**src/rtl/ex_stage_if.sv**
```systemverilog
// ex_stage_if: ID/EX-side inputs, EX-stage redirect outputs and EX/MEM register outputs.
interface ex_stage_if #(
  parameter int unsigned XLEN    = 32,
  parameter int unsigned RADDR_W = 5
);
  logic               stall_m;
  logic               flush_m;
  logic               valid_e;
  logic [2:0]         alu_control_e;
  logic               alu_src_e;
  logic               branch_e;
  logic               jump_e;
  logic               reg_write_e;
  logic               mem_write_e;
  logic [1:0]         result_src_e;
  logic [XLEN-1:0]    rd1_e;
  logic [XLEN-1:0]    rd2_e;
  logic [XLEN-1:0]    imm_ext_e;
  logic [XLEN-1:0]    pc_e;
  logic [XLEN-1:0]    pc_plus4_e;
  logic [RADDR_W-1:0] rd_e;
  logic [1:0]         forward_a_e;
  logic [1:0]         forward_b_e;
  logic [XLEN-1:0]    result_w;

  logic               pc_src_e;
  logic [XLEN-1:0]    pc_target_e;
  logic               valid_m;
  logic               reg_write_m;
  logic               mem_write_m;
  logic [1:0]         result_src_m;
  logic [XLEN-1:0]    alu_result_m;
  logic [XLEN-1:0]    write_data_m;
  logic [XLEN-1:0]    pc_plus4_m;
  logic [RADDR_W-1:0] rd_m;

  // Pipeline/hazard side driving the execute stage.
  modport master (
    output stall_m, flush_m, valid_e, alu_control_e, alu_src_e, branch_e, jump_e,
           reg_write_e, mem_write_e, result_src_e, rd1_e, rd2_e, imm_ext_e, pc_e,
           pc_plus4_e, rd_e, forward_a_e, forward_b_e, result_w,
    input  pc_src_e, pc_target_e, valid_m, reg_write_m, mem_write_m, result_src_m,
           alu_result_m, write_data_m, pc_plus4_m, rd_m
  );

  // Execute stage itself.
  modport slave (
    input  stall_m, flush_m, valid_e, alu_control_e, alu_src_e, branch_e, jump_e,
           reg_write_e, mem_write_e, result_src_e, rd1_e, rd2_e, imm_ext_e, pc_e,
           pc_plus4_e, rd_e, forward_a_e, forward_b_e, result_w,
    output pc_src_e, pc_target_e, valid_m, reg_write_m, mem_write_m, result_src_m,
           alu_result_m, write_data_m, pc_plus4_m, rd_m
  );
endinterface

```
**src/rtl/ex_stage.sv**
```systemverilog
// ex_stage: RV32I execute stage -- operand forwarding, ALU, branch/jump decision,
// and the EX/MEM pipeline register.
// Optional feature macro: EX_FWD_EN (operand forwarding muxes; without it the
// hazard unit is expected to stall on every RAW hazard).
module ex_stage #(
  parameter int unsigned XLEN    = 32,
  parameter int unsigned RADDR_W = 5
) (
  input  logic       clk,
  input  logic       rst_n,
  ex_stage_if.slave  bus
);

  logic [XLEN-1:0]    src_a;
  logic [XLEN-1:0]    src_b_reg;
  logic [XLEN-1:0]    src_b;
  logic [XLEN-1:0]    alu_result;
  logic               zero;

  logic               valid_q;
  logic               reg_write_q;
  logic               mem_write_q;
  logic [1:0]         result_src_q;
  logic [XLEN-1:0]    alu_result_q;
  logic [XLEN-1:0]    write_data_q;
  logic [XLEN-1:0]    pc_plus4_q;
  logic [RADDR_W-1:0] rd_q;

`ifdef EX_FWD_EN
  // Operand forwarding; path 10 takes the registered result of the instruction now in MEM.
  always_comb begin
    src_a     = bus.rd1_e;
    src_b_reg = bus.rd2_e;
    case (bus.forward_a_e)
      2'b01:   src_a = bus.result_w;
      2'b10:   src_a = alu_result_q;
      default: src_a = bus.rd1_e;
    endcase
    case (bus.forward_b_e)
      2'b01:   src_b_reg = bus.result_w;
      2'b10:   src_b_reg = alu_result_q;
      default: src_b_reg = bus.rd2_e;
    endcase
  end
`else
  logic unused_fwd;
  assign unused_fwd = ^{bus.forward_a_e, bus.forward_b_e, bus.result_w};

  // No forwarding: operands come straight from the register file.
  always_comb begin
    src_a     = bus.rd1_e;
    src_b_reg = bus.rd2_e;
  end
`endif

  assign src_b = bus.alu_src_e ? bus.imm_ext_e : src_b_reg;

  // ALU; undefined control codes produce 0 rather than X.
  always_comb begin
    alu_result = '0;
    case (bus.alu_control_e)
      3'b000:  alu_result = src_a + src_b;
      3'b001:  alu_result = src_a - src_b;
      3'b010:  alu_result = src_a & src_b;
      3'b011:  alu_result = src_a | src_b;
      3'b110:  alu_result = XLEN'($signed(src_a) < $signed(src_b));
      default: alu_result = '0;
    endcase
  end

  assign zero            = (alu_result == '0);
  assign bus.pc_src_e    = bus.valid_e & ((bus.branch_e & zero) | bus.jump_e);
  assign bus.pc_target_e = bus.pc_e + bus.imm_ext_e;

  // EX/MEM register: flush kills controls (data holds), stall holds everything.
  always_ff @(posedge clk or negedge rst_n) begin
    if (!rst_n) begin
      valid_q      <= 1'b0;
      reg_write_q  <= 1'b0;
      mem_write_q  <= 1'b0;
      result_src_q <= '0;
      alu_result_q <= '0;
      write_data_q <= '0;
      pc_plus4_q   <= '0;
      rd_q         <= '0;
    end else if (bus.flush_m) begin
      valid_q      <= 1'b0;
      reg_write_q  <= 1'b0;
      mem_write_q  <= 1'b0;
    end else if (!bus.stall_m) begin
      valid_q      <= bus.valid_e;
      reg_write_q  <= bus.reg_write_e & bus.valid_e;
      mem_write_q  <= bus.mem_write_e & bus.valid_e;
      result_src_q <= bus.result_src_e;
      alu_result_q <= alu_result;
      write_data_q <= src_b_reg;
      pc_plus4_q   <= bus.pc_plus4_e;
      rd_q         <= bus.rd_e;
    end
  end

  assign bus.valid_m      = valid_q;
  assign bus.reg_write_m  = reg_write_q;
  assign bus.mem_write_m  = mem_write_q;
  assign bus.result_src_m = result_src_q;
  assign bus.alu_result_m = alu_result_q;
  assign bus.write_data_m = write_data_q;
  assign bus.pc_plus4_m   = pc_plus4_q;
  assign bus.rd_m         = rd_q;

endmodule

```
**src/flat_wrapper.sv**
```systemverilog
// flat-port wrapper written by rule: the top's interface ports become plain ports
module ex_stage_flat 
#(
  parameter int unsigned XLEN    = 32,
  parameter int unsigned RADDR_W = 5
)
  (clk, rst_n, bus_stall_m, bus_flush_m, bus_valid_e, bus_alu_control_e, bus_alu_src_e, bus_branch_e, bus_jump_e, bus_reg_write_e, bus_mem_write_e, bus_result_src_e, bus_rd1_e, bus_rd2_e, bus_imm_ext_e, bus_pc_e, bus_pc_plus4_e, bus_rd_e, bus_forward_a_e, bus_forward_b_e, bus_result_w, bus_pc_src_e, bus_pc_target_e, bus_valid_m, bus_reg_write_m, bus_mem_write_m, bus_result_src_m, bus_alu_result_m, bus_write_data_m, bus_pc_plus4_m, bus_rd_m);
  ex_stage_if #(.XLEN(XLEN), .RADDR_W(RADDR_W)) bus_i ();
  input  logic clk;
  input  logic rst_n;
  input wire logic [$bits(bus_i.stall_m)-1:0] bus_stall_m;
  input wire logic [$bits(bus_i.flush_m)-1:0] bus_flush_m;
  input wire logic [$bits(bus_i.valid_e)-1:0] bus_valid_e;
  input wire logic [$bits(bus_i.alu_control_e)-1:0] bus_alu_control_e;
  input wire logic [$bits(bus_i.alu_src_e)-1:0] bus_alu_src_e;
  input wire logic [$bits(bus_i.branch_e)-1:0] bus_branch_e;
  input wire logic [$bits(bus_i.jump_e)-1:0] bus_jump_e;
  input wire logic [$bits(bus_i.reg_write_e)-1:0] bus_reg_write_e;
  input wire logic [$bits(bus_i.mem_write_e)-1:0] bus_mem_write_e;
  input wire logic [$bits(bus_i.result_src_e)-1:0] bus_result_src_e;
  input wire logic [$bits(bus_i.rd1_e)-1:0] bus_rd1_e;
  input wire logic [$bits(bus_i.rd2_e)-1:0] bus_rd2_e;
  input wire logic [$bits(bus_i.imm_ext_e)-1:0] bus_imm_ext_e;
  input wire logic [$bits(bus_i.pc_e)-1:0] bus_pc_e;
  input wire logic [$bits(bus_i.pc_plus4_e)-1:0] bus_pc_plus4_e;
  input wire logic [$bits(bus_i.rd_e)-1:0] bus_rd_e;
  input wire logic [$bits(bus_i.forward_a_e)-1:0] bus_forward_a_e;
  input wire logic [$bits(bus_i.forward_b_e)-1:0] bus_forward_b_e;
  input wire logic [$bits(bus_i.result_w)-1:0] bus_result_w;
  output wire logic [$bits(bus_i.pc_src_e)-1:0] bus_pc_src_e;
  output wire logic [$bits(bus_i.pc_target_e)-1:0] bus_pc_target_e;
  output wire logic [$bits(bus_i.valid_m)-1:0] bus_valid_m;
  output wire logic [$bits(bus_i.reg_write_m)-1:0] bus_reg_write_m;
  output wire logic [$bits(bus_i.mem_write_m)-1:0] bus_mem_write_m;
  output wire logic [$bits(bus_i.result_src_m)-1:0] bus_result_src_m;
  output wire logic [$bits(bus_i.alu_result_m)-1:0] bus_alu_result_m;
  output wire logic [$bits(bus_i.write_data_m)-1:0] bus_write_data_m;
  output wire logic [$bits(bus_i.pc_plus4_m)-1:0] bus_pc_plus4_m;
  output wire logic [$bits(bus_i.rd_m)-1:0] bus_rd_m;
  assign bus_i.stall_m = bus_stall_m;
  assign bus_i.flush_m = bus_flush_m;
  assign bus_i.valid_e = bus_valid_e;
  assign bus_i.alu_control_e = bus_alu_control_e;
  assign bus_i.alu_src_e = bus_alu_src_e;
  assign bus_i.branch_e = bus_branch_e;
  assign bus_i.jump_e = bus_jump_e;
  assign bus_i.reg_write_e = bus_reg_write_e;
  assign bus_i.mem_write_e = bus_mem_write_e;
  assign bus_i.result_src_e = bus_result_src_e;
  assign bus_i.rd1_e = bus_rd1_e;
  assign bus_i.rd2_e = bus_rd2_e;
  assign bus_i.imm_ext_e = bus_imm_ext_e;
  assign bus_i.pc_e = bus_pc_e;
  assign bus_i.pc_plus4_e = bus_pc_plus4_e;
  assign bus_i.rd_e = bus_rd_e;
  assign bus_i.forward_a_e = bus_forward_a_e;
  assign bus_i.forward_b_e = bus_forward_b_e;
  assign bus_i.result_w = bus_result_w;
  assign bus_pc_src_e = bus_i.pc_src_e;
  assign bus_pc_target_e = bus_i.pc_target_e;
  assign bus_valid_m = bus_i.valid_m;
  assign bus_reg_write_m = bus_i.reg_write_m;
  assign bus_mem_write_m = bus_i.mem_write_m;
  assign bus_result_src_m = bus_i.result_src_m;
  assign bus_alu_result_m = bus_i.alu_result_m;
  assign bus_write_data_m = bus_i.write_data_m;
  assign bus_pc_plus4_m = bus_i.pc_plus4_m;
  assign bus_rd_m = bus_i.rd_m;
  ex_stage #(.XLEN(XLEN), .RADDR_W(RADDR_W)) u_core (.clk(clk), .rst_n(rst_n), .bus(bus_i));
endmodule
```
**config.mk**
```make
export PLATFORM = sky130hd
export DESIGN_NAME = ex_stage_flat
export DESIGN_NICKNAME = d
export VERILOG_FILES = /design/src/rtl/ex_stage_if.sv /design/src/rtl/ex_stage.sv /design/src/flat_wrapper.sv
export SDC_FILE = /design/constraint.sdc
export NUM_CORES = 1
export LEC_CHECK = 0
export ABC_AREA = 1
export CAP_MARGIN = 25
export CORE_MARGIN = 1
export CORE_UTILIZATION = 50
export DETAILED_ROUTE_END_ITERATION = 8
export PLACE_DENSITY_LB_ADDON = 0.3
export SLEW_MARGIN = 25
export SYNTH_ARGS = -nofsm -noshare
export SYNTH_HDL_FRONTEND = slang
export SYNTH_SLANG_ARGS = --single-unit
```
**constraint.sdc**
```tcl
create_clock -name clk -period 5.55 [get_ports clk]
set_input_delay 1.11 -clock clk [delete_from_list [all_inputs] [get_ports clk]]
set_output_delay 1.11 -clock clk [all_outputs]
set_load 0.01 [all_outputs]
```
# Word level (Yosys, flattened, before mapping)
# Index checks and enable logic that the tools add are counted.
totals:
  regBits: 106
  inputBits: 216
  out_inout_bits: 139
classes:
  addsub: 3
  magnitude_cmp: 1
  n_eq_ne: 5
  muxes: 8
  bitwise_logic: 9
  n_reduce_logical: 3
ops:
  columns: ["op", "n"]
  rows:
  - ["$pmux W32 S5", 1]
  - ["$add A32 B32 Y32", 2]
  - ["$and A32 B32 Y32", 1]
  - ["$logic_not A32 Y1", 1]
  - ["$lt A32 B32 Y1", 1]
  - ["$mux W32", 1]
  - ["$or A32 B32 Y32", 1]
  - ["$sub A32 B32 Y32", 1]
  - ["$eq A3 B2 Y1 const B", 2]
  - ["$mux W1", 6]
  - ["$and A1 B1 Y1", 4]
  - ["$eq A3 B1 Y1 const B", 1]
  - ["$eq A3 B3 Y1 const B", 1]
  - ["$logic_not A3 Y1", 1]
  - ["$ne A2 B1 Y1 const B", 1]
  - ["$not A1 Y1", 2]
  - ["$reduce_and A2 Y1", 1]
  - ["$or A1 B1 Y1", 1]

# Longest topological paths before layout
logic_depth:
  depth_word: 7
  ltp_mapped: 24
  depth_no_buf: 23

# Worst setup path after synthesis
# Ideal clock, no wire load.
synth_timing:
  path_kind: "input to output"
  start: "input port bus_alu_src_e"
  end: "output port bus_pc_src_e"
  arrival_time_ns: 3.759
  slack_ns: 0.681
  cell_stages: 21
  path_buffers: 2
  path_cell_list: "clkbuf_1 > clkbuf_1 > nand2_1 > o21ai_0 > inv_1 > ha_1 > fa_1 > xor2_1 > a21oi_1 > nand2_1 > nor2_1 > nand2_1 > nor2_1 > nand2_1 > nor2_1 > nand3_1 > nor2_1 > nand2_1 > nor2_1 > nand3_1 > a21oi_2"
synth_via:
  elab_chain_len: 7
synth_rtl:
  columns: ["element", "line", "source"]
  rows:
  - ["start: declaration", "flat_wrapper.sv:15", "input wire logic [$bits(bus_i.alu_src_e)-1:0] bus_alu_src_e;"]
  - ["$mux W32 (*)", "ex_stage.sv:56", "assign src_b = bus.alu_src_e ? bus.imm_ext_e : src_b_reg;"]
  - ["$sub A32 B32 Y32, or another cell as far along", "ex_stage.sv:63", "3'b001: alu_result = src_a - src_b;"]
  - ["$pmux W32 S5 (*)", "ex_stage.sv:61", "case (bus.alu_control_e)"]
  - ["$logic_not A32 Y1 (*)", "ex_stage.sv:71", "assign zero = (alu_result == '0);"]
  - ["$and A1 B1 Y1 (*)", "ex_stage.sv:72", "assign bus.pc_src_e = bus.valid_e & ((bus.branch_e & zero) | bus.jump_e);"]
  - ["$or A1 B1 Y1 (*)", "ex_stage.sv:72", null]
  - ["$and A1 B1 Y1 (*)", "ex_stage.sv:72", null]
  - ["end: declaration", "flat_wrapper.sv:30", "output wire logic [$bits(bus_i.pc_src_e)-1:0] bus_pc_src_e;"]
# Every way passes the cells marked *; elsewhere a longest branch is shown, timed or not.

# Worst setup path in the final report
layout_timing:
  start: "input port bus_imm_ext_e[1]"
  end: "output port bus_pc_src_e"
layout_via:
  elab_chain_len: 7
layout_rtl:
  columns: ["element", "line", "source"]
  rows:
  - ["start: declaration", "flat_wrapper.sv:23", "input wire logic [$bits(bus_i.imm_ext_e)-1:0] bus_imm_ext_e;"]
  - ["$mux W32 (*)", "ex_stage.sv:56", null]
  - ["$sub A32 B32 Y32, or another cell as far along", "ex_stage.sv:63", null]
  - ["$pmux W32 S5 (*)", "ex_stage.sv:61", null]
  - ["$logic_not A32 Y1 (*)", "ex_stage.sv:71", null]
  - ["$and A1 B1 Y1 (*)", "ex_stage.sv:72", null]
  - ["$or A1 B1 Y1 (*)", "ex_stage.sv:72", null]
  - ["$and A1 B1 Y1 (*)", "ex_stage.sv:72", null]
# Marks and branches as above.

==> metrics.txt <==
# TYPE chip_impl_metric gauge
chip_impl_info{name="outcome",value="complete, no violations"} 1
chip_impl_metric{name="antenna_violations_before_repair",unit=""} 0
chip_impl_metric{name="async_set_reset_flop_share_out_of_synthesis",unit=""} 1.00
chip_impl_metric{name="drtPass1Iterations",unit=""} 6
chip_impl_info{name="tritoncts",value="built"} 1
chip_impl_metric{name="vias",unit=""} 15400
chip_impl_metric{name="route.final.wire_length",unit="mm"} 46.2
chip_impl_metric{name="synth_xor_xnor_area_share",unit=""} 0.0208
chip_impl_info{name="endpoint_kind_of_the_worst_setup_timing_path",value="output pin"} 1
chip_impl_metric{name="core-area",unit="sq mm"} 0.0245
chip_impl_metric{name="cts_htree_levels",unit=""} 3
chip_impl_metric{name="post-dp-hpwl",unit="mm"} 38.3
chip_impl_info{name="endpoint",value="bus_pc_src_e"} 1
chip_impl_metric{name="top_level_ports",unit=""} 355
chip_impl_info{name="setup.worst_path.start_class",value="input pin"} 1
chip_impl_metric{name="place.gp.congestion",unit=""} 1.02
chip_impl_metric{name="area.growth.synth_to_final",unit="%"} 44.9
chip_impl_metric{name="filler_cell_count",unit=""} 2047
chip_impl_metric{name="ys_seq_elements",unit=""} 106
chip_impl_metric{name="effective_utilization_at_floorplan",unit=""} 0.515
chip_impl_metric{name="synth.yosys.warnings",unit=""} 0
chip_impl_metric{name="timing.final.hold_violations",unit=""} 0
chip_impl_metric{name="final_setup_tns",unit="ns"} 0
chip_impl_metric{name="post_synth_num_cell_types",unit=""} 43
chip_impl_metric{name="grt_max_degree",unit=""} 93
chip_impl_metric{name="remaining_overflow_grt",unit=""} 0
chip_impl_metric{name="cp_max_fo",unit=""} 4
chip_impl_info{name="rsz0062_at_grt",value="true"} 1
chip_impl_metric{name="finalMaxSlewViolations",unit=""} 0
chip_impl_info{name="crit-reg2reg-launch",value="u_core.bus.alu_result_m[1]"} 1
chip_impl_metric{name="final_antenna_net_count",unit=""} 0
chip_impl_metric{name="io_buffers",unit=""} 318
chip_impl_metric{name="required",unit="ns"} 4.44
chip_impl_metric{name="post_drt_via_cell_ratio",unit=""} 5.14
chip_impl_metric{name="cts_inserted_buffers",unit=""} 9
chip_impl_metric{name="route.detailed.wl_per_inst",unit="microns"} 15.4
chip_impl_metric{name="timing.reg2reg.worst_path_depth",unit=""} 2
chip_impl_metric{name="pre_cts_slack",unit="ns"} -0.432
chip_impl_metric{name="tightestPinTransition",unit="ns"} 1.00
chip_impl_metric{name="clock_sink_count",unit=""} 106
chip_impl_metric{name="synth_largest_type_area_fraction",unit=""} 0.239
chip_impl_info{name="rr_endpoint",value="u_core.bus.alu_result_m[1]"} 1
chip_impl_metric{name="initialDrtViolationCount",unit=""} 1347
chip_impl_metric{name="timing.fmax",unit="MHz"} 184
chip_impl_metric{name="finalSetupViolations",unit=""} 0
chip_impl_metric{name="die_w",unit="microns"} 161
chip_impl_metric{name="leakagePower",unit="nW"} 10.2
chip_impl_metric{name="post-route-min-period",unit="ns"} 5.43
chip_impl_metric{name="floorplan.rows",unit=""} 57
chip_impl_info{name="postSynth.topFlopCell",value="sky130_fd_sc_hd__dfrtp_1"} 1
chip_impl_metric{name="cellPowerDensity",unit="mW/mm^2"} 198
chip_impl_metric{name="synthMuxAreaShare",unit=""} 0
chip_impl_metric{name="post_synth_fa_ha_maj_area_fraction",unit=""} 0.147
chip_impl_metric{name="die-area",unit="sq mm"} 0.0259
chip_impl_metric{name="clock_skew",unit="ns"} 0
chip_impl_metric{name="final_min_period_over_clock_period",unit=""} 0.978
chip_impl_metric{name="synth_simple_gate_area_share",unit=""} 0.388
chip_impl_metric{name="first_global_vias",unit=""} 14700
chip_impl_metric{name="drv_cap",unit=""} 0
chip_impl_info{name="worst_hold_path_type",value="reg -> reg"} 1
chip_impl_info{name="criticalPathCategory",value="in -> out"} 1
chip_impl_metric{name="final_layout_size_suffix_gt1_frac",unit=""} 0.138
chip_impl_info{name="synth.top_cells.by_area",value="sky130_fd_sc_hd__nand2_1, sky130_fd_sc_hd__dfrtp_1, sky130_fd_sc_hd__ha_1, sky130_fd_sc_hd__inv_1, sky130_fd_sc_hd__nor2_1"} 1
chip_impl_metric{name="insertedDiodeCount",unit=""} 0
chip_impl_metric{name="synth.net_count",unit=""} 2514
chip_impl_info{name="main_combinational_cell_family_by_area_after_synthesis",value="simple AND/OR/NAND/NOR gates"} 1
chip_impl_metric{name="critical_path_arrival",unit="ns"} 4.32
chip_impl_metric{name="reg2reg_setup_slack",unit="ns"} 4.82
chip_impl_metric{name="ys_seq_area_frac",unit=""} 0.210
chip_impl_metric{name="post_synth_instance_area",unit="sq mm"} 0.0126
chip_impl_metric{name="finish.net_count",unit=""} 3035
chip_impl_info{name="cts_root_buf",value="sky130_fd_sc_hd__clkbuf_16"} 1
chip_impl_metric{name="post-route-worst-setup-slack",unit="ns"} 0.122
chip_impl_metric{name="synth_enable_flop_cells",unit=""} 0
chip_impl_metric{name="drt_drc_violations_left",unit=""} 0
chip_impl_info{name="netlist.top_cell.by_area",value="sky130_fd_sc_hd__nand2_1"} 1
chip_impl_metric{name="post_synthesis_cell_count",unit=""} 2151
chip_impl_metric{name="worstSkewPairLatency",unit="ns"} 0.37
chip_impl_metric{name="clock_tree.buffer_depth",unit=""} 2
chip_impl_metric{name="synth-compound-area-share",unit=""} 0.106
chip_impl_metric{name="peakVddDrop",unit="uV"} 144
chip_impl_metric{name="global_route_wire_length_before_repair",unit="mm"} 72.8
chip_impl_metric{name="die_height",unit="microns"} 161
chip_impl_metric{name="syn_area_per_cell",unit="sq um"} 5.88
chip_impl_metric{name="grtUsageTotal",unit=""} 0.354
chip_impl_info{name="worstSetupStartpoint",value="bus_imm_ext_e[1]"} 1
chip_impl_metric{name="worst_path_clk_slew",unit="ns"} 0.09
chip_impl_metric{name="timing.slew.headroom",unit=""} 0.332
-- Yosys cell counts, types with 2 or more instances --
master                     count
sky130_fd_sc_hd__a21oi_2       5
sky130_fd_sc_hd__a31oi_1      12
sky130_fd_sc_hd__o21bai_1     14
sky130_fd_sc_hd__o21ai_2       4
sky130_fd_sc_hd__nand3b_1      2
sky130_fd_sc_hd__nor3_1       12
sky130_fd_sc_hd__nand2_1     806
sky130_fd_sc_hd__buf_6         3
sky130_fd_sc_hd__nand3_1     146
sky130_fd_sc_hd__buf_4         2
sky130_fd_sc_hd__o21ai_0      72
sky130_fd_sc_hd__a21boi_1      3
sky130_fd_sc_hd__xor2_1       17
sky130_fd_sc_hd__buf_1         4
sky130_fd_sc_hd__dfrtp_1     106
sky130_fd_sc_hd__buf_2        22
sky130_fd_sc_hd__fa_1          3
sky130_fd_sc_hd__nand4_1      17
sky130_fd_sc_hd__nor2_2       12
sky130_fd_sc_hd__xnor2_1      13
sky130_fd_sc_hd__nor3_2        2
sky130_fd_sc_hd__nor2_1      195
sky130_fd_sc_hd__inv_2        11
sky130_fd_sc_hd__ha_1        144
sky130_fd_sc_hd__inv_1       345
sky130_fd_sc_hd__clkbuf_1     28
sky130_fd_sc_hd__o21ai_1       3
sky130_fd_sc_hd__nand3_2       4
sky130_fd_sc_hd__a21oi_1     115
sky130_fd_sc_hd__a21o_1        5
sky130_fd_sc_hd__nand2_2      12
-- through the flow --
step / utilization / total power [mW] / cells / hold WS [ns] / instance area (sq um)
final: 0.746 / 3.62 / 3001 / 0.475 / 18300
after CTS: 0.740 / 3.57 / 2998 / 0.478 / 18200
after detailed placement: 0.728 / 2.87 / 2982 / 0.457 / 17800
after global routing: 0.746 / 3.85 / 3001 / 0.497 / 18300
after floorplan: - / 1.87 / 2151 / 0.509 / 12600
after global placement: 0.728 / 2.82 / 2982 / 0.452 / 17800
-- report_power, final --
| part | leakage [nW] | internal (mW) | switching (mW) |
|---|---|---|---|
| registers | 1.34 | 0.873 | 0.0540 |
| logic | 8.71 | 0.939 | 1.05 |
| clock network | 0.146 | 0.324 | 0.377 |
| total | 10.2 | 2.14 | 1.48 |
-- flip-flops by register name (all words and copies together) (netlist names) --
| signal | count |
|---|---|
| u_core.bus.mem_write_m | 1 |
| u_core.bus.write_data_m | 32 |
| u_core.bus.valid_m | 1 |
| u_core.bus.reg_write_m | 1 |
| u_core.bus.alu_result_m | 32 |
| u_core.bus.pc_plus4_m | 32 |
| u_core.bus.result_src_m | 2 |
| u_core.bus.rd_m | 5 |
-- worst min-delay path by stage --
stage,start,endpoint,cells past startpoint
finish,u_core.bus.pc_plus4_m[12],u_core.bus.pc_plus4_m[12],2
global route,u_core.bus.write_data_m[3],u_core.bus.write_data_m[3],2
CTS,u_core.bus.write_data_m[3],u_core.bus.write_data_m[3],2
detailed placement,u_core.bus.write_data_m[28],u_core.bus.write_data_m[28],2
global placement,u_core.bus.pc_plus4_m[19],u_core.bus.pc_plus4_m[19],2
floorplan,u_core.bus.pc_plus4_m[0],u_core.bus.pc_plus4_m[0],2
-- cells in the final DEF (no fill, tap or decap), drive strengths merged, types with 10 or more instances in the layout --
cell type and n:
nand4 17, o21ai 79, nand3 150, nor2 208, dfrtp 106, buf 253, a31oi 12, ha 144
xnor2 13, clkdlybuf4s50 315, xor2 17, inv 360, o21bai 14, a21oi 120, nand2 818, clkbuf 10
nor3 14
-- worst max-delay path, stage by stage --
cell and delay [ns]:
sky130_fd_sc_hd__clkdlybuf4s50_1 0.49, sky130_fd_sc_hd__inv_1 0.07, sky130_fd_sc_hd__nand2_1 0.09, sky130_fd_sc_hd__o21ai_2 0.08, sky130_fd_sc_hd__buf_4 0.14, sky130_fd_sc_hd__ha_1 0.29
sky130_fd_sc_hd__buf_4 0.15, sky130_fd_sc_hd__nand2_1 0.05, sky130_fd_sc_hd__nand2_1 0.13, sky130_fd_sc_hd__nand3_1 0.13, sky130_fd_sc_hd__nand2_1 0.11, sky130_fd_sc_hd__nand2_1 0.09
sky130_fd_sc_hd__buf_4 0.11, sky130_fd_sc_hd__nand3_1 0.09, sky130_fd_sc_hd__nand3_1 0.11, sky130_fd_sc_hd__nand2_1 0.07, sky130_fd_sc_hd__nor2_1 0.12, sky130_fd_sc_hd__buf_4 0.15
sky130_fd_sc_hd__nand3_1 0.09, sky130_fd_sc_hd__nor2_2 0.14, sky130_fd_sc_hd__nand2_1 0.06, sky130_fd_sc_hd__nor2_1 0.09, sky130_fd_sc_hd__nand3_1 0.10, sky130_fd_sc_hd__a21oi_2 0.13
sky130_fd_sc_hd__clkbuf_2 0.14
-- timing repair --
item,4_1_cts,5_1_grt
hold buffers,0,0
buffers inserted,0,3
resized for setup,10,52
pin swaps,0,6
setup endpoints to repair,1,6
-- kinds of logic (layout without fill, tap and decap cells) --
logic type,Yosys count,count (layout)
XOR/XNOR,30,30
buffers and inverters,416,942
flip-flops,106,106
adder cells (fa/ha/maj),147,147
AND/OR/NAND/NOR,1211,1211
AO/OA/AOI/OAI,241,241
-- area by class of cell --
type / count / area, sq um / share of cell area
multi-input combinational: 1629 / 8510 / 0.465
timing repair buffer: 569 / 5090 / 0.278
sequential: 106 / 2650 / 0.145
inverter: 357 / 1340 / 0.0734
tap: 324 / 405 / 0.0221
clock buffer: 9 / 225 / 0.0123
clock inverter: 7 / 80.1 / 0.00437
-- layer usage --
layer	wire, microns	vias up	global-route usage
li1	-	7688	-
met1	19500	6995	0.477
met2	21100	669	0.587
met3	4450	75	0.0557
met4	1080	0	0.0935
met5	0	-	0
Note: power is estimated with default switching activity, not from simulation.
